File: src/rtl/fetch_pc_stage_pkg.sv
// Shared CPU constants and helpers for the fetch stage.
// Holds the reset PC, the bubble instruction and the jump-target formation rule.
package fetch_pc_stage_pkg;

    localparam int PC_W = 32;
    localparam int INSTR_W = 32;

    localparam logic [PC_W-1:0]    RESET_PC_DEFAULT  = 32'h0000_3000;
    localparam logic [INSTR_W-1:0] NOP_INSTR_DEFAULT = 32'h0000_0000;

    // j/jal target: PC+4 region bits of the ID instruction plus word-shifted index
    function automatic logic [PC_W-1:0] jumpTarget(input logic [3:0] pcRegion,
                                                   input logic [25:0] jIndex);
        return {pcRegion, jIndex, 2'b00};
    endfunction

endpackage

File: src/rtl/fetch_pc_stage_npc_sel.sv
// Next-PC selection for the fetch stage.
// Purely combinational; jr beats jump beats a taken branch beats sequential fetch.
module npc_sel
    import fetch_pc_stage_pkg::*;
(
    input  logic [PC_W-1:0] pcF,
    input  logic [3:0]      pc4Region,
    input  logic [25:0]     jIndex,
    input  logic            jr,
    input  logic [PC_W-1:0] pcjr,
    input  logic            jump,
    input  logic            brTaken,
    input  logic [PC_W-1:0] brTarget,
    output logic [PC_W-1:0] nextPc
);

    always_comb begin
        nextPc = pcF + 32'd4;
        if (jr) begin
            nextPc = pcjr;
        end else if (jump) begin
            nextPc = jumpTarget(pc4Region, jIndex);
        end else if (brTaken) begin
            nextPc = brTarget;
        end
    end

endmodule

File: src/rtl/fetch_pc_stage.sv
// Fetch stage: PC register, next-PC selection and the IF/ID pipeline register.
// Redirects come from ID, so the instruction in IF is the delay slot and is never squashed.
module fetch_pc_stage
    import fetch_pc_stage_pkg::*;
#(
    parameter logic [PC_W-1:0]    RESET_PC  = RESET_PC_DEFAULT,
    parameter logic [INSTR_W-1:0] NOP_INSTR = NOP_INSTR_DEFAULT
) (
    input  logic               clk,
    input  logic               reset,
    input  logic               stall,
    input  logic               clr_d,
    input  logic [INSTR_W-1:0] instr_f,
    input  logic               br_taken,
    input  logic [PC_W-1:0]    br_target,
    input  logic               jump,
    input  logic               jr,
    input  logic [PC_W-1:0]    pcjr,
    output logic [PC_W-1:0]    pc_f,
    output logic [INSTR_W-1:0] instr_d,
    output logic [PC_W-1:0]    pc_d,
    output logic [PC_W-1:0]    pc4_d,
    output logic [PC_W-1:0]    pc8_d,
    output logic               valid_d,
    output logic               adel_f
);

    logic [PC_W-1:0] nextPc;

    npc_sel uNpcSel (
        .pcF       (pc_f),
        .pc4Region (pc4_d[31:28]),
        .jIndex    (instr_d[25:0]),
        .jr        (jr),
        .pcjr      (pcjr),
        .jump      (jump),
        .brTaken   (br_taken),
        .brTarget  (br_target),
        .nextPc    (nextPc)
    );

    always_ff @(posedge clk or posedge reset) begin
        if (reset) begin
            pc_f <= RESET_PC;
        end else if (!stall) begin
            pc_f <= nextPc;
        end
    end

    // An exception flush clears IF/ID even while the hazard unit is stalling
    always_ff @(posedge clk or posedge reset) begin
        if (reset) begin
            instr_d <= NOP_INSTR;
            pc_d    <= '0;
            pc4_d   <= '0;
            pc8_d   <= '0;
            valid_d <= 1'b0;
        end else if (clr_d) begin
            instr_d <= NOP_INSTR;
            pc_d    <= '0;
            pc4_d   <= '0;
            pc8_d   <= '0;
            valid_d <= 1'b0;
        end else if (!stall) begin
            instr_d <= instr_f;
            pc_d    <= pc_f;
            pc4_d   <= pc_f + 32'd4;
            pc8_d   <= pc_f + 32'd8;
            valid_d <= 1'b1;
        end
    end

    // Misaligned targets are not masked; the exception logic decides
    assign adel_f = (pc_f[1:0] != 2'b00);

endmodule

File: config.mk
export PLATFORM = sky130hd
export DESIGN_NAME = fetch_pc_stage
export DESIGN_NICKNAME = d
export VERILOG_FILES = /design/src/rtl/fetch_pc_stage_pkg.sv /design/src/rtl/fetch_pc_stage_npc_sel.sv /design/src/rtl/fetch_pc_stage.sv
export SDC_FILE = /design/constraint.sdc
export NUM_CORES = 1
export LEC_CHECK = 0
export CORE_ASPECT_RATIO = 0.6
export CORE_MARGIN = 3
export CORE_UTILIZATION = 40
export CTS_BUF_LIST = sky130_fd_sc_hd__clkbuf_4
export CTS_CLUSTER_SIZE = 20
export DETAILED_ROUTE_END_ITERATION = 8
export PLACE_DENSITY = 0.77
export SYNTH_ARGS = -nofsm -noshare
export SYNTH_HDL_FRONTEND = slang
export SYNTH_HIERARCHICAL = 1
export SYNTH_SLANG_ARGS = --single-unit
File: constraint.sdc
create_clock -name clk -period 4.7 [get_ports clk]
set_input_delay 0.47 -clock clk [delete_from_list [all_inputs] [get_ports clk]]
set_output_delay 0.47 -clock clk [all_outputs]
set_load 0.05 [all_outputs]
==> impl_metrics.ini, run 1 <==
[floorplanning]
start_util_pct = 41.3
core_area_um2 = 21300
dieArea_um2 = 23900
io_pins = 265
die_w_um = 198
row_count = 41
die_h_um = 121

[synth]
synth_area_leader_cell = dfrtp_1
yosys_warnings = 6
synth_area_um2 = 8820
synth_nets = 1046
syn_inst = 940
synth_edf_count = 0
synthFlopType = dfrtp_1
synth_cell_type_count = 59
ys_seq_area_share_pct = 44.3
async_reset_ff_share_pct = 100
ys_seq_elements = 156
syn_avg_cell_area_um2 = 9.38
synth_top_cells_by_area = dfrtp_1, mux2i_1, nor2_1, mux2_2, a21oi_1
synth_top_area_share_pct = 43.7

[layout]
most-common-layout-cells = clkdlybuf4s50_1, dfrtp_1, nor2_1, nand2_1, mux2i_1
final_area_um2 = 11800
final_layout_size_suffix_gt1_share_pct = 8.82
syn_to_final_growth_pct = 34.3
nets = 1250
layout_commonest_cell = clkdlybuf4s50_1
fillCellCount = 1914
num_antenna_cells = 0

[clock_tree]
clkLatencyLatePin_ns = 0.59
post_cts_buffers = 0
path_clk_slew_ns = 0.15
tritoncts = done
clk_path_buf_depth = 2
ctsResizeCount = 0
ctsHoldBuffers = 0
cts_root_buf = clkbuf_4
cts_buffers = 17
cts_sinks = 156
cts_max_level = 4

[global_route]
antenna_found_initial = 0
grt_use_total_pct = 25.9
grt_overflow_total = 0
grt_pass1_vias = 8087
grt_pass1_wl_um = 47700
grt_max_degree = 101

[drt]
final_antenna_net_count = 0
wl_per_cell_um = 21.5
drt_iter0_markers = 792
wl_um = 30900
num_vias = 8400
firstDrtPassIters = 5
avgViaCountPerCell = 5.85
drc = 0

[setup_path]
critical_path_arrival_ns = 3.44
start_kind = flip-flop
criticalPathCategory = reg -> reg
crit_required_ns = 5.19
crit_path_end_kind = flip-flop
path_max_fanout = 12

[power]
max-vdd-ir-drop_v = 0.000206
power.leakage_uw = 0.00478
power.total_uw = 4040
power.density_nw_per_um2 = 341

[run_status]
status = complete, no violations

[sta]
timing_hold_violations_final = 0
period_share_pct = 62.7
slew_viol_final = 0
period_needed_ns = 2.95
finalSetupViolCount = 0
skew_ns = 0.0255
whs_ns = 0.398
setup_tns_ns = 0
max_freq_mhz = 339
slew_headroom_pct = 27.1
tightest_slew_ns = 1.09
rsz0062_at_grt = no

[placement]
dpl_cell_area_um2 = 11500
port_buffers = 264
gp_congestion = 0.827
place.detailed.hpwl_um = 21700

[worst_hold_path]
min_path_type = in -> reg

[flow_run]
cap_violations = 0
-- synth_stat cells (all sizes together), types with 2 or more instances --
library cell    n
nor3           18
o22ai          12
and4            7
a21oi          61
nand4          27
inv            15
buf            30
and2            4
nor4            6
xor2           26
o221ai          9
nand2          69
nor2          122
or4             9
mux2i          67
and3           11
a221oi          3
o21bai          4
a2111oi         8
a22oi          12
a311oi         19
dfstp           2
or2             6
o41ai           4
dfrtp         154
nand3          36
clkinv          2
o21ai          28
o211ai          7
a211oi         14
mux2           33
xnor2          21
a31oi           3
or3            15
o31a            2
o31ai           9
clkbuf         57
ha              3
-- critical path, stage by stage, from the launching register on --
cell and delay [ns]:
dfrtp_1 0.72, ha_1 0.45, and4_1 0.37, nand3_1 0.42
or4_1 0.63, a311oi_1 0.27
-- area by class of cell --
type	instances	area, um2	share of cell area [%]
Multi-Input combinational cell	680	4450	37.6
Clock inverter	14	243	2.05
Timing Repair Buffer	272	2700	22.8
Tap cell	279	349	2.95
Clock buffer	18	135	1.14
Inverter	17	68.8	0.581
Sequential cell	156	3910	33.0
-- kinds of logic (layout without fill, tap and decap cells) --
group / after synthesis / after routing / share of synthesized area [%]
flip-flops: 156 / 156 / 44.3
adder cells (fa/ha/maj): 3 / 3 / 0.426
multiplexers: 100 / 100 / 11.8
AND/OR/NAND/NOR: 334 / 334 / 19.0
AO/OA/AOI/OAI: 196 / 196 / 14.6
XOR/XNOR: 47 / 47 / 4.67
buffers and inverters: 104 / 321 / 5.26
-- metal layers --
metal | vias up | global-route usage, % | wire length (um)
li1 | 3822 | - | -
met1 | 4133 | 37.5 | 13900
met2 | 414 | 37.4 | 13200
met3 | 31 | 8.63 | 3430
met4 | 0 | 6.01 | 359
met5 | - | 0 | 0
-- path summary, 6_finish.rpt --
| kind | slack [ns] | to | depth (start not counted) | start |
|---|---|---|---|---|
| worst min-delay path | 0.40 | pc_d[14] | 3 | stall |
| worst max register to register | 1.75 | pc8_d[31] | 5 | pc_f[4] |
| worst min register to register | 0.53 | pc8_d[3] | 2 | pc8_d[3] |
| max in group asynchronous | 3.23 | pc_f[4] | 3 | reset |
| min in group asynchronous | 0.45 | pc4_d[23] | 2 | reset |
| worst max-delay path | 1.75 | pc8_d[31] | 5 | pc_f[4] |
-- flip-flops by register name, summed over array words and instances, names as in the netlist --
register  count
valid_d       1
pc_f         32
instr_d      32
pc4_d        30
pc_d         32
pc8_d        29
-- stage by stage --
step	utilization, %	instances	worst slack [ns]
finish	55.5	1436	1.75
global route	55.5	1436	1.55
CTS	55.5	1436	1.76
detailed placement	53.8	1404	1.59
global placement	53.8	1404	1.59
floorplan	-	940	0.0268
-- power breakdown --
group | internal, uW | switching (uW) | total, uW
Sequential | 1460 | 258 | 1720
Combinational | 474 | 789 | 1260
Clock | 537 | 524 | 1060
Note: power is estimated with default switching activity, not from simulation.
==> run 2: changes to the inputs <==
==> constraint.sdc (replaced) <==
create_clock -name clk -period 2.6 [get_ports clk]
set_input_delay 0.26 -clock clk [delete_from_list [all_inputs] [get_ports clk]]
set_output_delay 0.26 -clock clk [all_outputs]
set_load 0.05 [all_outputs]
==> run 2 against run 1 <==
Net effect: register-to-register slack worse by 1.6 ns; clock skew fell by 0.00076 ns; wire length grew 2.4%; highest routed layer unchanged; sequential share of layout area down 0.91 points; combinational power rose by 100%; final area up 2.8%.
==> impl_metrics.ini, run 2 (synthesized netlist as in run 1, its figures left out) <==
[sta]
period_share_pct = 96.5
rsz0062_at_grt = no
slew_viol_final = 0
setup_tns_ns = 0
max_freq_mhz = 398
finalSetupViolCount = 0
slew_headroom_pct = 43.4
period_needed_ns = 2.51
timing_hold_violations_final = 0
tightest_slew_ns = 0.846
skew_ns = 0.0248

[floorplanning]
row_count = 41
start_util_pct = 41.3
dieArea_um2 = 23900
core_area_um2 = 21300
io_pins = 265
die_w_um = 198
die_h_um = 121

[setup_path]
crit_required_ns = 2.34
reg2reg_depth = 5
criticalPathCategory = reg -> out
cpMaxStageDelayCell = clkdlybuf4s50_1
worstPathCellList = buf_4 -> clkdlybuf4s50_1
start_kind = flip-flop
critical_path_arrival_ns = 2.25
worstReg2RegStart = pc_f[17]
r2r_slack_ns = 0.16
slowest_delay_ns = 0.82
crit_path_end_kind = output pin
rr_endpoint = pc8_d[28]
path_max_fanout = 8

[run_status]
status = complete, no violations

[drt]
num_vias = 8530
firstDrtPassIters = 6
avgViaCountPerCell = 5.75
wl_per_cell_um = 21.3
drt_iter0_markers = 826
drc = 0
wl_um = 31600
final_antenna_net_count = 0

[layout]
fillCellCount = 1943
reg_top3 = instr_d (32), pc_d (32), pc_f (32)
layout_commonest_cell = clkdlybuf4s50_1
final_layout_size_suffix_gt1_share_pct = 12.4
syn_to_final_growth_pct = 38.1
num_antenna_cells = 0
nets = 1298
most-common-layout-cells = clkdlybuf4s50_1, dfrtp_1, nor2_1, nand2_1, mux2i_1

[power]
max-vdd-ir-drop_v = 0.000328
power.density_nw_per_um2 = 585
power.total_uw = 7130
power.leakage_uw = 0.00503

[global_route]
grt_overflow_total = 0
antenna_found_initial = 0
grt_pass1_wl_um = 49500
grt_pass1_vias = 8435
grt_use_total_pct = 26.7
grt_max_degree = 67

[clock_tree]
post_cts_buffers = 0
tritoncts = done
ctsHoldBuffers = 0
clk_path_buf_depth = 2
cts_sinks = 156
cts_root_buf = clkbuf_4
cts_buffers = 17
path_clk_slew_ns = 0.14
cts_max_level = 4
clkLatencyLatePin_ns = 0.59

[placement]
port_buffers = 264
gp_congestion = 0.918
place.detailed.hpwl_um = 23500

[flow_run]
cap_violations = 0

[worst_hold_path]
min_path_type = in -> async
run 2: changes by cell type in the layout (fill, tap and decap cells not counted), sizes merged, moves of 3 or more:
cell    before  now
buf         11   59
bufinv       6    3
clkbuf      18   21
clkinv       5    9
run 2: worst max path at each step:
stage                  start   endpoint  slack, ns  cells past startpoint
finish              pc_f[16]   pc_f[16]       0.09                      2
detailed placement  pc_f[17]  pc8_d[28]       0.24                      5
floorplan            pc_f[4]  pc8_d[31]       0.01                      7
global route        pc_f[16]   pc_f[16]       0.01                      2
CTS                 pc_f[16]   pc_f[16]       0.06                      2
global placement    pc_f[17]  pc8_d[28]       0.29                      5
run 2: cell type report:
cell class | instances | area, um2 | area share [%]
clock buffer | 21 | 158 | 1.29
clock inverter | 11 | 145 | 1.19
inverter | 17 | 67.6 | 0.555
multi-input combinational | 680 | 4450 | 36.5
sequential | 156 | 3910 | 32.1
tap | 279 | 349 | 2.87
timing repair buffer | 320 | 3110 | 25.5
run 2: repair_timing:
action / CTS / global route
resized for setup: 1 / 1
pin swaps: 0 / 0
setup endpoints to repair: 1 / 1
run 2: through the flow:
stage                     utilization, %  setup slack, ns  std cells  area (um2)  hold WS [ns]
after global routing                57.1           0.0148       1484       12200        0.0521
after detailed placement            55.7            0.240       1452       11900         0.495
after floorplan                        -           0.0108        940        8820         0.413
final                               57.1           0.0897       1484       12200        0.0798
after global placement              55.7            0.287       1452       11900         0.489
after CTS                           57.1           0.0557       1484       12200        0.0555
run 2: routing by layer:
layer	wire, um	track usage (%)	part of all wire [%]
met5	0	0	0
met4	265	4.37	0.84
met3	3300	9.32	10
met2	14100	40.4	45
met1	14000	37.6	44
run 2: critical path: cells and delay by family, from the launching register on:
family,cells,cell delay [ns]
DFF,1,0.62
buffers and inverters,2,1.04
run 2: report_power, final:
| group | switching (uW) | leakage, uW | total (uW) | internal (uW) |
|---|---|---|---|---|
| sequential | 293 | 0.00204 | 2930 | 2640 |
| clock | 921 | 0.000171 | 1630 | 708 |
| combinational | 1620 | 0.00282 | 2570 | 948 |
